<file path="src/rtl/ccd_frame_sequencer_if.sv">
// Register-file side bundle of the CCD frame sequencer: program/start/stop controls,
// generator-facing drive lines and status pulses.
interface ccd_frame_sequencer_if #(
    parameter int PROG_DEPTH = 8,
    parameter int FRAME_W    = 16
);
    localparam int AW = $clog2(PROG_DEPTH);

    logic               i_start;
    logic               i_stop;
    logic               i_loop;
    logic [AW:0]        i_num_entries;
    logic               i_prog_we;
    logic [AW-1:0]      i_prog_addr;
    logic [3:0]         i_prog_data;
    logic               i_phi_p;
    logic               o_clk;
    logic               o_enable;
    logic               o_f_select_serial;
    logic               o_load_config;
    logic               o_busy;
    logic               o_done;
    logic               o_err;
    logic               o_prog_err;
    logic [FRAME_W-1:0] o_frame_cnt;

    modport master (
        output i_start, i_stop, i_loop, i_num_entries,
        output i_prog_we, i_prog_addr, i_prog_data, i_phi_p,
        input  o_clk, o_enable, o_f_select_serial, o_load_config,
        input  o_busy, o_done, o_err, o_prog_err, o_frame_cnt
    );

    modport slave (
        input  i_start, i_stop, i_loop, i_num_entries,
        input  i_prog_we, i_prog_addr, i_prog_data, i_phi_p,
        output o_clk, o_enable, o_f_select_serial, o_load_config,
        output o_busy, o_done, o_err, o_prog_err, o_frame_cnt
    );
endinterface

</file>
<file path="src/rtl/ccd_frame_sequencer.sv">
// Sequences 4-bit frequency codes into the CCD clock generator, one code per frame,
// using the returned phi_p falls as frame boundaries.
module ccd_frame_sequencer #(
    parameter int          CLK_DIV     = 4,
    parameter int          PROG_DEPTH  = 8,
    parameter int          FRAME_W     = 16,
    parameter int unsigned WDOG_CYCLES = 24'hFFFFFF
) (
    input  logic                  wb_clk_i,
    input  logic                  wb_rst_ni,
    ccd_frame_sequencer_if.slave  bus
);
    localparam int AW = $clog2(PROG_DEPTH);
    localparam int NW = AW + 1;
    localparam int DW = (CLK_DIV > 1) ? $clog2(CLK_DIV) : 1;
    localparam int WW = $clog2(WDOG_CYCLES + 1);

    typedef enum logic [2:0] {IDLE, LOAD, RUN, DRAIN, DONE} state_t;

    state_t             state;
    logic [3:0]         prog_mem [PROG_DEPTH];
    logic               phi_sync_p0, phi_sync_p1, phi_sync_p2;
    logic [DW-1:0]      div_cnt;
    logic [2:0]         bit_cnt;
    logic [AW-1:0]      idx;
    logic [NW-1:0]      num_q;
    logic               loop_q;
    logic [WW-1:0]      wdog_cnt;
    logic               clk_q, enable_q, serial_q, load_q;
    logic               done_q, err_q, prog_err_q;
    logic [FRAME_W-1:0] frame_q;

    logic               phi_fall, div_hit, fall_tick, last_entry, num_ok, wdog_hit, active;
    logic [AW-1:0]      idx_wrap;

    function automatic logic [FRAME_W-1:0] sat_inc_frame(input logic [FRAME_W-1:0] cnt);
        return (&cnt) ? cnt : cnt + FRAME_W'(1);
    endfunction

    assign phi_fall   = phi_sync_p2 & ~phi_sync_p1;
    assign div_hit    = (div_cnt == DW'(CLK_DIV - 1));
    assign fall_tick  = clk_q & div_hit;
    assign last_entry = ({1'b0, idx} == num_q - NW'(1));
    assign idx_wrap   = last_entry ? '0 : idx + AW'(1);
    assign num_ok     = (bus.i_num_entries != '0) && (bus.i_num_entries <= NW'(PROG_DEPTH));
    assign wdog_hit   = (wdog_cnt == WW'(WDOG_CYCLES - 1));
    assign active     = (state == LOAD) || (state == RUN) || (state == DRAIN);

    // phi_p crosses in here: p0/p1 resolve metastability, p2 holds the previous sample
    always_ff @(posedge wb_clk_i) begin
        if (!wb_rst_ni) begin
            phi_sync_p0 <= 1'b0;
            phi_sync_p1 <= 1'b0;
            phi_sync_p2 <= 1'b0;
        end else begin
            phi_sync_p0 <= bus.i_phi_p;
            phi_sync_p1 <= phi_sync_p0;
            phi_sync_p2 <= phi_sync_p1;
        end
    end

    always_ff @(posedge wb_clk_i) begin
        if (!wb_rst_ni) begin
            for (int i = 0; i < PROG_DEPTH; i++) prog_mem[i] <= 4'd0;
        end else if (bus.i_prog_we && state == IDLE) begin
            prog_mem[bus.i_prog_addr] <= bus.i_prog_data;
        end
    end

    always_ff @(posedge wb_clk_i) begin
        if (!wb_rst_ni) begin
            state      <= IDLE;
            div_cnt    <= '0;
            bit_cnt    <= '0;
            idx        <= '0;
            num_q      <= '0;
            loop_q     <= 1'b0;
            wdog_cnt   <= '0;
            clk_q      <= 1'b0;
            enable_q   <= 1'b0;
            serial_q   <= 1'b0;
            load_q     <= 1'b0;
            done_q     <= 1'b0;
            err_q      <= 1'b0;
            prog_err_q <= 1'b0;
            frame_q    <= '0;
        end else begin
            done_q     <= 1'b0;
            err_q      <= 1'b0;
            prog_err_q <= bus.i_prog_we && (state != IDLE);

            if (active) begin
                if (div_hit) begin
                    div_cnt <= '0;
                    clk_q   <= ~clk_q;
                end else begin
                    div_cnt <= div_cnt + DW'(1);
                end
                if (phi_fall) begin
                    frame_q  <= sat_inc_frame(frame_q);
                    wdog_cnt <= '0;
                end else begin
                    wdog_cnt <= wdog_cnt + WW'(1);
                end
            end

            case (state)
                IDLE: begin
                    if (bus.i_start && !bus.i_stop) begin
                        if (num_ok) begin
                            loop_q   <= bus.i_loop;
                            num_q    <= bus.i_num_entries;
                            idx      <= '0;
                            frame_q  <= '0;
                            wdog_cnt <= '0;
                            enable_q <= 1'b1;
                            div_cnt  <= '0;
                            clk_q    <= 1'b0;
                            bit_cnt  <= '0;
                            load_q   <= 1'b1;
                            serial_q <= prog_mem[0][3];
                            state    <= LOAD;
                        end else begin
                            err_q <= 1'b1;
                        end
                    end
                end
                LOAD: begin
                    // Bits 2..0 follow falling ticks; the fifth tick ends the latch period
                    if (fall_tick) begin
                        bit_cnt <= bit_cnt + 3'd1;
                        case (bit_cnt)
                            3'd0: serial_q <= prog_mem[idx][2];
                            3'd1: serial_q <= prog_mem[idx][1];
                            3'd2: serial_q <= prog_mem[idx][0];
                            3'd3: begin
                                load_q   <= 1'b0;
                                serial_q <= 1'b0;
                            end
                            default: state <= RUN;
                        endcase
                    end
                end
                RUN: begin
                    if (phi_fall) begin
                        if (last_entry && !loop_q) begin
                            state <= DRAIN;
                        end else begin
                            idx      <= idx_wrap;
                            div_cnt  <= '0;
                            clk_q    <= 1'b0;
                            bit_cnt  <= '0;
                            load_q   <= 1'b1;
                            serial_q <= prog_mem[idx_wrap][3];
                            state    <= LOAD;
                        end
                    end
                end
                DRAIN: begin
                    if (phi_fall) begin
                        done_q   <= 1'b1;
                        enable_q <= 1'b0;
                        clk_q    <= 1'b0;
                        state    <= DONE;
                    end
                end
                DONE:    state <= IDLE;
                default: state <= IDLE;
            endcase

            if (active && wdog_hit && !phi_fall) begin
                err_q    <= 1'b1;
                enable_q <= 1'b0;
                clk_q    <= 1'b0;
                load_q   <= 1'b0;
                serial_q <= 1'b0;
                state    <= IDLE;
            end

            // Stop overrides completion and watchdog alike
            if (bus.i_stop && state != IDLE) begin
                done_q   <= 1'b0;
                err_q    <= 1'b0;
                enable_q <= 1'b0;
                clk_q    <= 1'b0;
                load_q   <= 1'b0;
                serial_q <= 1'b0;
                state    <= IDLE;
            end
        end
    end

    assign bus.o_clk             = clk_q;
    assign bus.o_enable          = enable_q;
    assign bus.o_f_select_serial = serial_q;
    assign bus.o_load_config     = load_q;
    assign bus.o_busy            = (state != IDLE);
    assign bus.o_done            = done_q;
    assign bus.o_err             = err_q;
    assign bus.o_prog_err        = prog_err_q;
    assign bus.o_frame_cnt       = frame_q;
endmodule

</file>
<file path="src/flat_wrapper.sv">
// flat-port wrapper written by rule: the top's interface ports become plain ports
module ccd_frame_sequencer_flat 
#(
    parameter int          CLK_DIV     = 4,
    parameter int          PROG_DEPTH  = 8,
    parameter int          FRAME_W     = 16,
    parameter int unsigned WDOG_CYCLES = 24'hFFFFFF
)
  (wb_clk_i, wb_rst_ni, bus_i_start, bus_i_stop, bus_i_loop, bus_i_num_entries, bus_i_prog_we, bus_i_prog_addr, bus_i_prog_data, bus_i_phi_p, bus_o_clk, bus_o_enable, bus_o_f_select_serial, bus_o_load_config, bus_o_busy, bus_o_done, bus_o_err, bus_o_prog_err, bus_o_frame_cnt);
  ccd_frame_sequencer_if #(.PROG_DEPTH(PROG_DEPTH), .FRAME_W(FRAME_W)) bus_i ();
  input  logic wb_clk_i;
  input  logic wb_rst_ni;
  input wire logic [$bits(bus_i.i_start)-1:0] bus_i_start;
  input wire logic [$bits(bus_i.i_stop)-1:0] bus_i_stop;
  input wire logic [$bits(bus_i.i_loop)-1:0] bus_i_loop;
  input wire logic [$bits(bus_i.i_num_entries)-1:0] bus_i_num_entries;
  input wire logic [$bits(bus_i.i_prog_we)-1:0] bus_i_prog_we;
  input wire logic [$bits(bus_i.i_prog_addr)-1:0] bus_i_prog_addr;
  input wire logic [$bits(bus_i.i_prog_data)-1:0] bus_i_prog_data;
  input wire logic [$bits(bus_i.i_phi_p)-1:0] bus_i_phi_p;
  output wire logic [$bits(bus_i.o_clk)-1:0] bus_o_clk;
  output wire logic [$bits(bus_i.o_enable)-1:0] bus_o_enable;
  output wire logic [$bits(bus_i.o_f_select_serial)-1:0] bus_o_f_select_serial;
  output wire logic [$bits(bus_i.o_load_config)-1:0] bus_o_load_config;
  output wire logic [$bits(bus_i.o_busy)-1:0] bus_o_busy;
  output wire logic [$bits(bus_i.o_done)-1:0] bus_o_done;
  output wire logic [$bits(bus_i.o_err)-1:0] bus_o_err;
  output wire logic [$bits(bus_i.o_prog_err)-1:0] bus_o_prog_err;
  output wire logic [$bits(bus_i.o_frame_cnt)-1:0] bus_o_frame_cnt;
  assign bus_i.i_start = bus_i_start;
  assign bus_i.i_stop = bus_i_stop;
  assign bus_i.i_loop = bus_i_loop;
  assign bus_i.i_num_entries = bus_i_num_entries;
  assign bus_i.i_prog_we = bus_i_prog_we;
  assign bus_i.i_prog_addr = bus_i_prog_addr;
  assign bus_i.i_prog_data = bus_i_prog_data;
  assign bus_i.i_phi_p = bus_i_phi_p;
  assign bus_o_clk = bus_i.o_clk;
  assign bus_o_enable = bus_i.o_enable;
  assign bus_o_f_select_serial = bus_i.o_f_select_serial;
  assign bus_o_load_config = bus_i.o_load_config;
  assign bus_o_busy = bus_i.o_busy;
  assign bus_o_done = bus_i.o_done;
  assign bus_o_err = bus_i.o_err;
  assign bus_o_prog_err = bus_i.o_prog_err;
  assign bus_o_frame_cnt = bus_i.o_frame_cnt;
  ccd_frame_sequencer #(.CLK_DIV(CLK_DIV), .PROG_DEPTH(PROG_DEPTH), .FRAME_W(FRAME_W), .WDOG_CYCLES(WDOG_CYCLES)) u_core (.wb_clk_i(wb_clk_i), .wb_rst_ni(wb_rst_ni), .bus(bus_i));
endmodule
</file>
<file path="config.mk">
export PLATFORM = sky130hd
export DESIGN_NAME = ccd_frame_sequencer_flat
export DESIGN_NICKNAME = d
export VERILOG_FILES = /design/src/rtl/ccd_frame_sequencer_if.sv /design/src/rtl/ccd_frame_sequencer.sv /design/src/flat_wrapper.sv
export SDC_FILE = /design/constraint.sdc
export NUM_CORES = 1
export LEC_CHECK = 0
export CORE_ASPECT_RATIO = 0.6
export CORE_MARGIN = 3
export CORE_UTILIZATION = 45
export DETAILED_ROUTE_END_ITERATION = 8
export SLEW_MARGIN = 20
export SYNTH_ARGS = -nofsm -noshare
export SYNTH_HDL_FRONTEND = slang
export SYNTH_SLANG_ARGS = --single-unit
</file>
<file path="constraint.sdc">
create_clock -name wb_clk_i -period 3 [get_ports wb_clk_i]
set_clock_uncertainty 0.2 [all_clocks]
set_input_delay 0.45 -clock wb_clk_i [delete_from_list [all_inputs] [get_ports wb_clk_i]]
set_output_delay 0.45 -clock wb_clk_i [all_outputs]
set_load 0.05 [all_outputs]
</file>
# After elaboration in Yosys (flattened, before gate mapping)

Memories as Yosys holds them, arrays and structs flattened. A register that Yosys moved wholly into a read port is not among the register bits.
Index checks and enable logic that the tools add are counted.

RAM bits: 32
ROM bits: 0
Memories: 1
Register bits after elaboration: 66
Output and inout port bits: 24
Latch bits: 0
Bits of input ports: 18
Word-level logic and storage cells: 157

Memories:

| memory          | words | bits a word | rd ports | clocked after Yosys merged registers in | wr ports | line                      | text |
|---|---|---|---|---|---|---|---|
| u_core.prog_mem | 8     | 4           | 3        | 1                                       | 8        | ccd_frame_sequencer.sv:21 | `logic [3:0] prog_mem [PROG_DEPTH];` |

Shifts and indexed selects: 0
$mul: 0
Add/sub/neg operators: 6
Equality and inequality tests: 18
Mux-type cells: 74
Bitwise gates (word level): 6
$lt $le $gt $ge: 1
Reductions and logical operators: 33
Divide/modulo/power cells: 0

Operators with widths:

| kind                    | count |
|---|---|
| $mux W24                | 5 |
| $mux W16                | 6 |
| $mux W3                 | 17 |
| $mux W1                 | 29 |
| $add A24 B1 Y24 const B | 1 |
| $eq A24 B24 Y1 const B  | 1 |
| $add A16 B1 Y16 const B | 1 |
| $reduce_and A16 Y1      | 1 |
| $mux W2                 | 7 |
| $reduce_and A7 Y1       | 2 |
| $eq A3 B2 Y1 const B    | 4 |
| $pmux W3 S4             | 1 |
| $reduce_and A6 Y1       | 2 |
| $pmux W1 S3             | 3 |
| $pmux W3 S3             | 1 |
| $logic_and A1 B1 Y1     | 8 |
| $ne A2 B1 Y1 const B    | 4 |
| $ne A2 B2 Y1 const B    | 4 |
| $reduce_or A4 Y1        | 2 |
| $add A3 B1 Y3 const B   | 2 |
| $eq A3 B1 Y1 const B    | 2 |
| $logic_not A3 Y1        | 2 |
| $pmux W3 S2             | 1 |
| $reduce_bool A3 Y1      | 2 |
| 21 further kinds        | 30 |

# Logic depth before layout (Yosys ltp)

Gate-level depths: netlist of the first run.

Word-level depth: 8
Depth in mapped cells: 9
Depth with buffers taken out: 8

# Worst setup path after synthesis of the first run

No wires, ideal clock.

Path kind: flip-flop to flip-flop
Start: reg u_core.state[0]
End: mem u_core.prog_mem[2][0], enable pin
Path buffers: 3
Arrival: 1.965 ns
Required time: 2.439 ns
Setup slack: 0.474 ns
Clock period less this slack: 2.526 ns
Setup time: 0.361 ns
Stages on the path, launching flop included: 7
Path through: dfxtp_1 > buf_6 > or3_1 > clkbuf_2 > or3_1 > clkbuf_1 > o21ai_0

RTL lines:

| what                     | line                       | text |
|---|---|---|
| start: declaration       | ccd_frame_sequencer.sv:20  | `state_t state;` |
| start signal: assignment | ccd_frame_sequencer.sv:72  | `state <= IDLE;` |
| start signal: assignment | ccd_frame_sequencer.sv:122 | `state <= LOAD;` |
| start signal: assignment | ccd_frame_sequencer.sv:140 | `default: state <= RUN;` |
| end: declaration         | ccd_frame_sequencer.sv:21  |  |

# Worst setup path after layout of the first run

Start: reg u_core.state[0]
End: out bus_o_busy

Longest elaborated chain between the ends: 1

Ends and longest elaborated chain:

| what               | line                       | text |
|---|---|---|
| $reduce_bool A3 Y1 | ccd_frame_sequencer.sv:197 | `assign bus.o_busy = (state != IDLE);` |
| end: declaration   | flat_wrapper.sv:25         | `output wire logic [$bits(bus_i.o_busy)-1:0] bus_o_busy;` |

No other way between the ends.

==> results by stage, run 1 <==
Status:
- The run finished with clean final reports.

Pwr:
- Registers are responsible for approximately 53% of the overall power.
- The leakage component of the power is 2.03 nW.
- The share of total power dissipated in combinational logic is 7.8%.
- The power per cell area is 484 nW/um^2.
- The worst ir drop on vdd is around 0.00027 V.
- The internal power is 0.00212 W.
- In this run switching power makes up a little under a quarter of total power.
- The analysis attributes to net switching a power of approximately 0.00065 W.
- The share of total power dissipated in the clock network is 39.2%.

Logic synthesis:
- After synthesis the netlist holds a flip-flop and latch count of between 100 and 150.
- The post-synthesis average cell area is 9.86 um^2.
- Counting flops with an async set or reset pin after synthesis yields a share of 0%.
- The net count of the mapped netlist is 527.
- The count of mapped cells out of synthesis is 497.
- The post-synthesis instance area is ~4900 um^2.
- The number of enable flip-flop cells after synthesis is 32.
- The distinct cell type count of the synthesized netlist is 60.
- The sequential cell area fraction in the yosys report is 47.8%.
- The dominant register cell in the synthesized netlist is sky130_fd_sc_hd__dfxtp_1.
- The number of warnings printed during yosys synthesis is 0.

CTS:
- The clock root buffer is sky130_fd_sc_hd__clkbuf_16.
- After clock tree synthesis, the repair step resized 0 gates.
- The maximum level of the CTS H-tree is 3.
- The CTS sink count is just over 100.
- The number of clock buffers added by TritonCTS is 9.
- The number of hold buffers added after cts is 0.
- The number of buffers on the longest clock path is 2.
- TritonCTS built the clock tree.
- After clock tree synthesis, the setup repair step added 0 buffers.
- The clock network latency to the later pin of the worst-skew pair is 0.35 ns.
- The clock-pin transition on the worst setup and hold timing paths is 0.07 ns.

Worst setup path:
- The critical path startpoint category is a flop.
- STA classifies the critical path endpoint as an output port.
- For the worst flop-to-flop path, the logic depth is 8.
- The type of the setup path with the least slack is flop to output port.
- The critical path data required time is 2.35 ns.
- Data on the critical path arrives at its endpoint at roughly 2.1 ns.
- Along the worst path, the maximum fanout reaches 9.
- The register-to-register setup slack is 0.37 ns.

Die:
- The core region is between 10,000 and 15,000 um^2.
- The initial core utilization is 47.9%.
- The floorplan die area is between 10,000 and 15,000 um^2.
- The vertical die dimension is 86.8 um.
- The die is approximately 140 um wide.
- The number of cell rows is 28.
- The count of pins on the block boundary is 42.

Routing:
- The overall via count from detail_route is 3,703.
- The detailed router finished its first iteration with 299 violations.
- For this run, design rule violations remaining after detail routing come to 0.
- The highest routing layer actually used is met4.
- The number of vias per cell after detailed routing is 5.43.
- The wire length on met3 is 807 um.
- The routed wirelength normalized by instance count is 16.8 um.
- The routed length on met1 is 6.39 mm.
- The pre-antenna-repair detailed-routing pass consisted of 6 iterations.
- The post-detailed-route count of antenna-violating nets is 0.
- Detailed routing placed a total of 4.14 mm of wire on met2.
- The total wire length is roughly 11 mm.

STA:
- The worst slew margin relative to its limit is 60.5%.
- For this run, the top clock speed supported by timing is 364 MHz.
- After layout, the minimum clock period comes to 2.74 ns.
- The final critical path takes up 91.5% of the cycle.
- The max-slew violation total from the final report is 0.
- The number of endpoints with negative hold slack in the final report is 0.
- The transition time of the tightest slew-check pin is 0.586 ns.
- The worst hold-check slack is 0.240 ns.
- Setup repair after global routing left no endpoint under its margin.
- The final number of setup-violating endpoints is 0.
- The accumulated negative setup slack is 0 ns.

Final layout:
- The repair_antennas step left the layout with diodes totalling 0.
- Leaving out fill and tap cells, the most frequent cells in the layout are 69 x sky130_fd_sc_hd__dfxtp_1, 61 x sky130_fd_sc_hd__nor2_1, 41 x sky130_fd_sc_hd__clkdlybuf4s50_1.
- The net total in the final layout is 573.
- The area growth from synthesis to layout is 16.5%.
- The layout cell share with drive strength beyond 1 is about 8.6%.
- With fillers left out, the area of the finished cells amounts to 5710 um^2.
- The most common library cell in the layout ignoring fill and taps is sky130_fd_sc_hd__dfxtp_1.

GRT:
- The number of global-route vias before repair came to between 3,000 and 4,000.
- Global routing used 19.8% of the available tracks across all layers.
- The first global-routing pass estimated 18.8 mm of wire.
- The number of antenna violations at the first check in global routing is 0.
- After global routing the overflow that remains totals 0.
- Entering global routing, the biggest net connects 26 pins.

Place:
- At the end of routability-driven placement, the weighted congestion stood at 0.854.
- Once placement finished, the instance area stood at 5440 um^2.
- Port buffering added 41 buffers.
- The HPWL after detailed placement is 8.54 mm.

Run:
- Across the run, the number of max-cap violations was 0.

Min path:
- The worst hold path depth is 1.
- The classification of the worst-slack hold path is flop to flop.
-- logic make-up (layout without fill, tap and decap cells) --
family,after synthesis,in the layout,synth area share (%)
AND/OR/NAND/NOR,242,242,26.3
flip-flops,101,101,47.8
XOR/XNOR,38,38,6.79
AO/OA/AOI/OAI,55,55,7.41
multiplexers,19,19,5.24
buffers and inverters,30,80,3.42
adder cells (fa/ha/maj),12,12,3.07
-- metal layers --
metal | GRT usage, % | up-vias
li1 | - | 1830
met4 | 5.19 | 0
met3 | 5.73 | 10
met2 | 24.1 | 118
met1 | 32.7 | 1745
met5 | 0 | -
-- layout make-up --
class	count	area, um^2
Fill cell	918	4520
Clock inverter	3	21.3
Inverter	14	52.6
Tap cell	135	169
Clock buffer	12	248
Sequential cell	101	2340
Multi-Input combinational cell	366	2390
Timing Repair Buffer	51	485
-- Yosys cell counts (all sizes together), types with 7 or more instances --
master / number / area share [%]
nor2: 65 / 5.2
a21oi: 14 / 1.4
or3: 10 / 1.3
nand2: 35 / 2.8
xor2: 22 / 3.9
mux2i: 11 / 2.2
nand4: 12 / 1.5
o21ai: 18 / 1.8
nand2b: 7 / 0.89
ha: 12 / 3.1
and2: 37 / 4.7
and3: 10 / 1.3
xnor2: 16 / 2.9
inv: 14 / 1.1
dfxtp: 69 / 28
nor2b: 8 / 1.0
edfxtp: 32 / 20
nand3: 27 / 3.0
buf: 11 / 1.9
nor3: 16 / 1.9
-- per-stage QoR --
step / std cells / power, W / setup WS [ns] / utilization (%)
floorplan: 497 / 0.00163 / 0.474 / -
global placement: 667 / 0.00171 / 0.273 / 53.2
detailed placement: 667 / 0.00171 / 0.250 / 53.2
CTS: 682 / 0.00279 / 0.268 / 55.8
global route: 682 / 0.00287 / 0.0405 / 55.8
finish: 682 / 0.00276 / 0.256 / 55.8
-- registers in the layout, summed over array words and instances (netlist names), 2 cells and up, named ones only --
signal and cells:
u_core.bit_cnt 3, u_core.idx 3, u_core.div_cnt 2, u_core.wdog_cnt 24, u_core.num_q 4, u_core.state 3, u_core.prog_mem 32, u_core.bus.o_frame_cnt 16
-- path summary, 6_finish.rpt --
kind                                  from                             to
max reg2reg   u_core.num_q[0]$_SDFFE_PN0P_                           flop
min          u_core.phi_sync_p0$_SDFF_PN0_  u_core.phi_sync_p1$_SDFF_PN0_
min reg2reg  u_core.phi_sync_p0$_SDFF_PN0_  u_core.phi_sync_p1$_SDFF_PN0_
max           u_core.state[0]$_SDFFE_PP0P_                     bus_o_busy
-- power groups by stage --
stage               clock [W]  combinational, W  sequential (W)
finish                0.00108          0.000215         0.00147
global route          0.00116          0.000237         0.00147
CTS                   0.00111          0.000215         0.00147
detailed placement          0          0.000214         0.00150
global placement            0          0.000210         0.00150
floorplan                   0          0.000128         0.00150
-- worst max-delay path, stage by stage (launching register included) --
cell                              delay (ns)
sky130_fd_sc_hd__dfxtp_1                0.51
sky130_fd_sc_hd__or3_1                  0.36
sky130_fd_sc_hd__clkdlybuf4s50_1        0.87
Note: power is estimated with default switching activity, not from simulation.
==> inputs of run 2 (changes only) <==
--- a/config.mk
+++ b/config.mk
@@ -5,10 +5,14 @@
 export SDC_FILE = /design/constraint.sdc
 export NUM_CORES = 1
 export LEC_CHECK = 0
+export CELL_PAD_IN_SITES_DETAIL_PLACEMENT = 0
+export CELL_PAD_IN_SITES_GLOBAL_PLACEMENT = 1
 export CORE_ASPECT_RATIO = 0.6
 export CORE_MARGIN = 3
 export CORE_UTILIZATION = 45
+export CTS_CLUSTER_DIAMETER = 30
 export DETAILED_ROUTE_END_ITERATION = 8
+export PLACE_DENSITY_LB_ADDON = 0.1
 export SLEW_MARGIN = 20
 export SYNTH_ARGS = -nofsm -noshare
 export SYNTH_HDL_FRONTEND = slang
==> run 2 against run 1 <==
  * Fmax is 1.5% higher
  * Sequential power hardly changed
  * Clock power grew 8%
  * Core utilization up 0.33 points
  * Final area is 0.59% higher
  * Clock-buffer cell count shrank 3
  * Critical path type unchanged
==> results by stage, run 2 (same netlist as run 1, synthesis figures left out) <==
Worst setup path:
- The register-to-register setup slack is 0.39 ns.
- The data arrival time of the worst path is 2.05 ns.
- The critical path startpoint category is a flop.
- Data on the critical path is required at its endpoint by 2.35 ns.
- The maximum fanout count along the critical path is 9.
- Walking the worst path, the cells encountered are or3_1, clkdlybuf4s50_1.
- The startpoint identified for the worst register-to-register timing path is u_core.num_q[0]$_SDFFE_PN0P_.
- For this design, the slowest cell found on the critical path is sky130_fd_sc_hd__clkdlybuf4s50_1.
- The worst setup path is captured at an output port.
- For this run, the slowest stage of the critical path takes 0.89 ns.
- For the worst flop-to-flop path, the logic depth is 8.
- The setup path with the least slack is of type flop to output port.

Pwr:
- In this run, flip-flops and latches consume 51.4% of the power.
- The worst ir drop on vdd is 0.000411 V.
- The internal power is 0.00218 W.
- The switching part of the total is 23.5%.
- The analysis attributes to net switching a power of 0.000668 W.
- The share of power burned in the clock network is about two fifths.
- The part of the total power dissipated in combinational logic is between 7 and 8%.
- Summed over all cells, the static leakage comes to 2.05 nW.
- The power per cell area is 496 nW/um^2.

Final layout:
- The area growth from synthesis to layout is 17.2%.
- More flip-flops sit in one register than any other, and that register is u_core.prog_mem.
- In the layout the commonest cells are 69 x sky130_fd_sc_hd__dfxtp_1, 61 x sky130_fd_sc_hd__nor2_1, 41 x sky130_fd_sc_hd__clkdlybuf4s50_1.
- Fill cells in the final layout number roughly 900.
- The net total in the final layout is 573.
- The finished cells cover 5740 um^2.
- In the final layout, the share of cells above drive strength 1 is 8.76%.
- The library cell used most frequently in the layout, excluding fill and tap cells, is sky130_fd_sc_hd__dfxtp_1.
- The number of antenna cells inserted is 0.
- The register with the most flip-flops in the layout has 32 of them.
- The fraction of the core area covered by cells at the end of the flow is 56.1%.

Place:
- At the end of routability-driven placement, the weighted congestion stood at 0.840.
- The HPWL after detailed placement is 8.30 mm.
- The placed instances occupy a cell area of 5440 um^2.
- Prior to clock tree synthesis, the placed netlist has a worst setup slack of 0.214 ns.
- The number of port buffers is 41.

STA:
- In this run the tightest slew margin relative to its limit is 54.6%.
- The time the final worst path needs with I/O delays and setup is 2.70 ns.
- Across all setup checks in the final design, the least slack found is 0.298 ns.
- The transition time of the tightest slew-check pin is 0.675 ns.
- Setup repair after global routing left no endpoint under its margin.
- The number of endpoints with negative hold slack in the final report is 0.
- The max-slew violation total from the final report came to 0.
- Setup violations remaining at the end of the flow were counted as 0.
- The highest achievable clock rate is 370 MHz.
- Dividing the final minimum period by the clock period gives 90.1%.
- The worst hold-check slack is 0.241 ns.
- The accumulated negative setup slack is 0 ns.

CTS:
- After clock tree synthesis, the repair step resized 0 gates.
- The H-tree was split into 3 levels.
- Clock latency on the worst-skew pair, taken at its later pin, is 0.35 ns.
- The number of buffers on the longest clock path is 2.
- The clock root buffer is sky130_fd_sc_hd__clkbuf_16.
- The number of hold buffers added after cts is 0.
- CTS saw 101 sinks.
- After clock tree synthesis, the setup repair step added 0 buffers.
- The clock-pin transition on the worst setup and hold timing paths is 0.07 ns.
- The TritonCTS clock tree is built.
- The TritonCTS buffer count is 9.

Die:
- 42 I/O pins were placed.
- The die covers 12,200 um^2.
- The floorplan step defined a core boundary enclosing around 10,000 um^2.
- The initial core utilization is between 40% and 50%.
- The width of the die is roughly 140 um.
- After floorplanning, the core was divided into 28 placement rows.
- Measured along the y axis, the die boundary spans 86.8 um.

GRT:
- The first global-routing pass estimated 18.2 mm of wire.
- The total overflow left after global routing is 0.
- Across every metal layer, demand over resource in global routing totals between 10% and 20%.
- The number of global-route vias before repair came to 3,466.
- The number of antenna violations at the first check in global routing is 0.
- The largest net degree at the start of global routing is 26.

Routing:
- The routed wirelength normalized by instance count is 16.0 um.
- After detailed routing, the total wire length is 11.0 mm.
- The detail route stage leaves a number of antenna-violating nets equal to 0.
- In the routed layout, each cell is associated on average with a via count of 5.43.
- After detailed routing, the number of remaining DRC violations is 0.
- The first-iteration detailed-routing DRC count is 237.
- The overall via count from detail_route is 3,709.
- The first detailed-routing pass took 4 iterations.

Min path:
- Along the worst hold path, the cell count comes to 1.
- The tightest min-delay check is of the flop to flop type.
- For hold timing, the worst endpoint is u_core.phi_sync_p1$_SDFF_PN0_.
- The source of the worst hold timing path is u_core.phi_sync_p0$_SDFF_PN0_.

Run:
- Max-cap violations in this run came to 0.

Status:
- The flow ran to the end, and the final reports show no timing, DRC or antenna violations.
-- run 2: cell types whose count changed in the layout (fill, tap and decap cells not counted), sizes merged --
cell    change
clkinv      +4
bufinv      +1
clkbuf      -3
inv         -1
-- run 2: routing by layer --
layer  wire length, um  track usage [%]  vias to the layer above
met1              6280             31.5                     1775
met3               636             5.13                       11
met4               121             5.89                        0
met2              3920             23.4                       92
met5                 0                0                        -
li1                  -                -                     1831
-- run 2: how the worst max path moves through the flow --
stage                                  from                                   endpoint  cells past startpoint
4_1_cts        u_core.state[2]$_SDFFE_PP0P_                                 bus_o_busy                      2
5_1_grt        u_core.num_q[0]$_SDFFE_PN0P_                                       flop                      8
6_report       u_core.state[2]$_SDFFE_PP0P_                                 bus_o_busy                      2
3_3_place_gp           bus_i_num_entries[0]  u_core.bus.o_f_select_serial$_SDFFE_PP0P_                      7
2_1_floorplan  u_core.state[0]$_SDFFE_PP0P_        u_core.prog_mem[2][0]$_SDFFCE_PN0P_                      6
3_5_place_dp           bus_i_num_entries[0]  u_core.bus.o_f_select_serial$_SDFFE_PP0P_                      7
-- run 2: cell type report --
class / count / area, um^2 / area share, %
Multi-Input combinational cell: 366 / 2390 / 41.6
Sequential cell: 101 / 2340 / 40.8
Timing Repair Buffer: 51 / 485 / 8.46
Clock buffer: 9 / 225 / 3.92
Tap cell: 135 / 169 / 2.94
Clock inverter: 7 / 77.6 / 1.35
Inverter: 14 / 52.6 / 0.915
-- run 2: stage by stage --
step / power, W / std cells
final: 0.00285 / 683
after global placement: 0.00171 / 667
after floorplan: 0.00163 / 497
after CTS: 0.00287 / 683
after detailed placement: 0.00171 / 667
after global routing: 0.00295 / 683
-- run 2: worst max-delay path, delay by kind of cell (launching register included) --
family,cells,cell delay (ns)
simple gates,1,0.36
flops,1,0.46
buf+inv,1,0.89
-- run 2: power groups by stage --
stage	clock, W	sequential [W]	combinational (W)
2_1_floorplan	0	0.00150	0.000128
3_3_place_gp	0	0.00149	0.000212
3_5_place_dp	0	0.00149	0.000215
4_1_cts	0.00120	0.00146	0.000216
5_1_grt	0.00125	0.00147	0.000238
6_report	0.00117	0.00146	0.000216
==> inputs of run 3 (changes only) <==
--- a/config.mk
+++ b/config.mk
@@ -10,6 +10,7 @@
 export CORE_ASPECT_RATIO = 0.6
 export CORE_MARGIN = 3
 export CORE_UTILIZATION = 45
+export CTS_BUF_LIST = sky130_fd_sc_hd__clkbuf_8
 export CTS_CLUSTER_DIAMETER = 30
 export DETAILED_ROUTE_END_ITERATION = 8
 export PLACE_DENSITY_LB_ADDON = 0.1
==> run 3 against run 2 <==
  * Clock-buffer cell count unchanged
  * Power shrank 11%
  * Flip-flop and latch count is the same
  * Die area stayed put
  * Critical endpoint unchanged
==> results by stage, run 3 (same netlist as run 1, synthesis figures left out) <==
CTS:
- The post-cts resize count is 0.
- After clock tree synthesis, the flow added hold-fix buffers numbering 0.
- The number of buffers on the longest clock path is 2.
- The CTS sink count is 101.
- The clock reaches the later pin of the worst-skew pair after 0.37 ns.
- The TritonCTS buffer count is 9.
- The total setup buffers inserted after CTS is 0.
- TritonCTS built the clock tree.
- The H-tree was split into 3 levels.
- Clock-pin slew was measured on the worst setup and hold paths at roughly 0.10 ns.
- The tree is rooted in a sky130_fd_sc_hd__clkbuf_8.

Die:
- The core footprint is 10,200 um^2.
- The floorplan step set the die width to 141 um.
- The number of cell rows is 28.
- 42 I/O pins were placed.
- The initial core utilization is 47.9%.
- The die covers approximately 12,000 um^2.
- From bottom edge to top edge, the die measures 86.8 um.

Routing:
- The overall via count from detail_route is 3,697.
- For this block, the initial DRC count from the detailed router was 271.
- The routed design has about 11 mm of wire.
- Dividing the detail-routed via count by the number of cells gives 5.41.
- For this run, design rule violations remaining after detail routing come to 0.
- In the final routed layout, each cell accounts on average for 16.1 um.
- The post-detailed-route count of antenna-violating nets is 0.
- The pre-antenna-repair detailed-routing pass consisted of 4 iterations.

Place:
- The number of port buffers is 41.
- Detailed placement finished with a half-perimeter wire length of 8.30 mm.
- The congestion estimate from routability-driven global placement came to 0.840.
- The placement-stage worst setup slack is 0.214 ns.

Pwr:
- Power spread over the standard cell area amounts to 452 nW/um^2.
- The leakage component of the power is 2.00 nW.
- Across the VDD grid, the largest voltage drop is ~0.00030 V.

STA:
- The number of endpoints with negative hold slack in the final report is 0.
- The max-slew violation total from the final report is 0.
- The part of the cycle the worst path needs is 91.3%.
- The final setup slack of the worst path is 0.261 ns.
- For the pin with the worst max-slew slack, the measured transition is 0.674 ns.
- Setup repair after global routing left no endpoint under its margin.
- Subtracting the final worst setup slack from the clock period gives 2.74 ns.
- The highest achievable clock rate is 365 MHz.
- Setup total negative slack on the finished layout was measured at 0 ns.
- Headroom to the max-slew limit came out at around 55%.
- The final number of setup-violating endpoints is 0.

GRT:
- The number of global-route vias before repair is between 3,000 and 4,000.
- For this run the aggregate overflow at the end of global routing stands at 0.
- The largest net degree at the start of global routing is 26.
- The global-route wire length before repair is 18.1 mm.
- The number of antenna violations at the first check in global routing is 0.
- The aggregate global-route resource usage is 19.0%.

Final layout:
- The layout cell share with drive strength beyond 1 is 8.76%.
- The register with the most flip-flops in the layout has 32 of them.
- The repair_antennas step left the layout with diodes totalling 0.
- In the layout the commonest cells are 69 x sky130_fd_sc_hd__dfxtp_1, 61 x sky130_fd_sc_hd__nor2_1, 41 x sky130_fd_sc_hd__clkdlybuf4s50_1.
- The number of filler cells placed in the layout is 917.
- The net total in the final layout is 573.
- From synthesis to final layout, the design area changed by 15.1%.
- The register with the most flip-flops is u_core.prog_mem.
- The library cell used most frequently in the layout, excluding fill and tap cells, is sky130_fd_sc_hd__dfxtp_1.

Status:
- The flow ran to the end, and the final reports show no timing, DRC or antenna violations.

Worst setup path:
- In this run the worst path has a maximum fanout of 9.
- The register-to-register setup slack is 0.38 ns.
- The type of the setup path with the least slack is flop to output port.
- The critical path data required time is between 2 and 2.5 ns.
- STA classifies the critical path endpoint as an output port.
- The worst setup path is launched from a flop.
- Data arrives at the worst endpoint at roughly 2.1 ns.

Run:
- The number of max-cap violations is 0.

Min path:
- The classification of the worst-slack hold path is flop to flop.
[run 3: changes by cell type in the layout (fill, tap and decap cells not counted)]
| cell | previous run | this run |
|---|---|---|
| sky130_fd_sc_hd__clkbuf_8 | 0 | 9 |
| sky130_fd_sc_hd__clkbuf_16 | 9 | 0 |
[run 3: report_power, final]
group          total (W)  internal [W]  switching (W)  leakage, nW
Sequential       0.00146       0.00144      0.0000214        0.883
Combinational   0.000215     0.0000875       0.000128         1.02
Clock           0.000869      0.000389       0.000480       0.0995
[run 3: worst max-delay path, cell delays in order, from the launching register on]
cell and delay, ns:
sky130_fd_sc_hd__dfxtp_1 0.47, sky130_fd_sc_hd__or3_1 0.37, sky130_fd_sc_hd__clkdlybuf4s50_1 0.89
[run 3: final cells by class]
class | instances | area, um^2 | area share, %
Inverter | 14 | 52.6 | 0.932
Clock buffer | 9 | 124 | 2.20
Clock inverter | 7 | 77.6 | 1.38
Sequential cell | 101 | 2340 | 41.5
Tap cell | 135 | 169 | 3.00
Multi-Input combinational cell | 366 | 2390 | 42.4
Timing Repair Buffer | 51 | 485 | 8.61
[run 3: path summary, 6_finish.rpt]
path | start | end | cells past startpoint
min reg2reg | u_core.phi_sync_p0$_SDFF_PN0_ | u_core.phi_sync_p1$_SDFF_PN0_ | 1
max reg2reg | u_core.num_q[0]$_SDFFE_PN0P_ | flop | 8
min | u_core.phi_sync_p0$_SDFF_PN0_ | u_core.phi_sync_p1$_SDFF_PN0_ | 1
max | u_core.state[2]$_SDFFE_PP0P_ | bus_o_busy | 2
[run 3: routing by layer]
layer	track usage [%]	part of all wire, %	up-vias
li1	-	-	1832
met1	31.3	56	1761
met2	23.6	36	100
met3	5.62	7.2	4
met4	4.57	0.43	0
met5	0	0	-
[run 3: stage by stage]
| step | instances | util [%] | power (W) | hold WS (ns) | area [um^2] |
|---|---|---|---|---|---|
| global placement | 667 | 53.2 | 0.00171 | 0.231 | 5440 |
| global route | 683 | 55.1 | 0.00265 | 0.288 | 5640 |
| floorplan | 497 | - | 0.00163 | 0.212 | 4900 |
| finish | 683 | 55.1 | 0.00255 | 0.258 | 5640 |
| CTS | 683 | 55.1 | 0.00258 | 0.260 | 5640 |
| detailed placement | 667 | 53.2 | 0.00171 | 0.228 | 5440 |
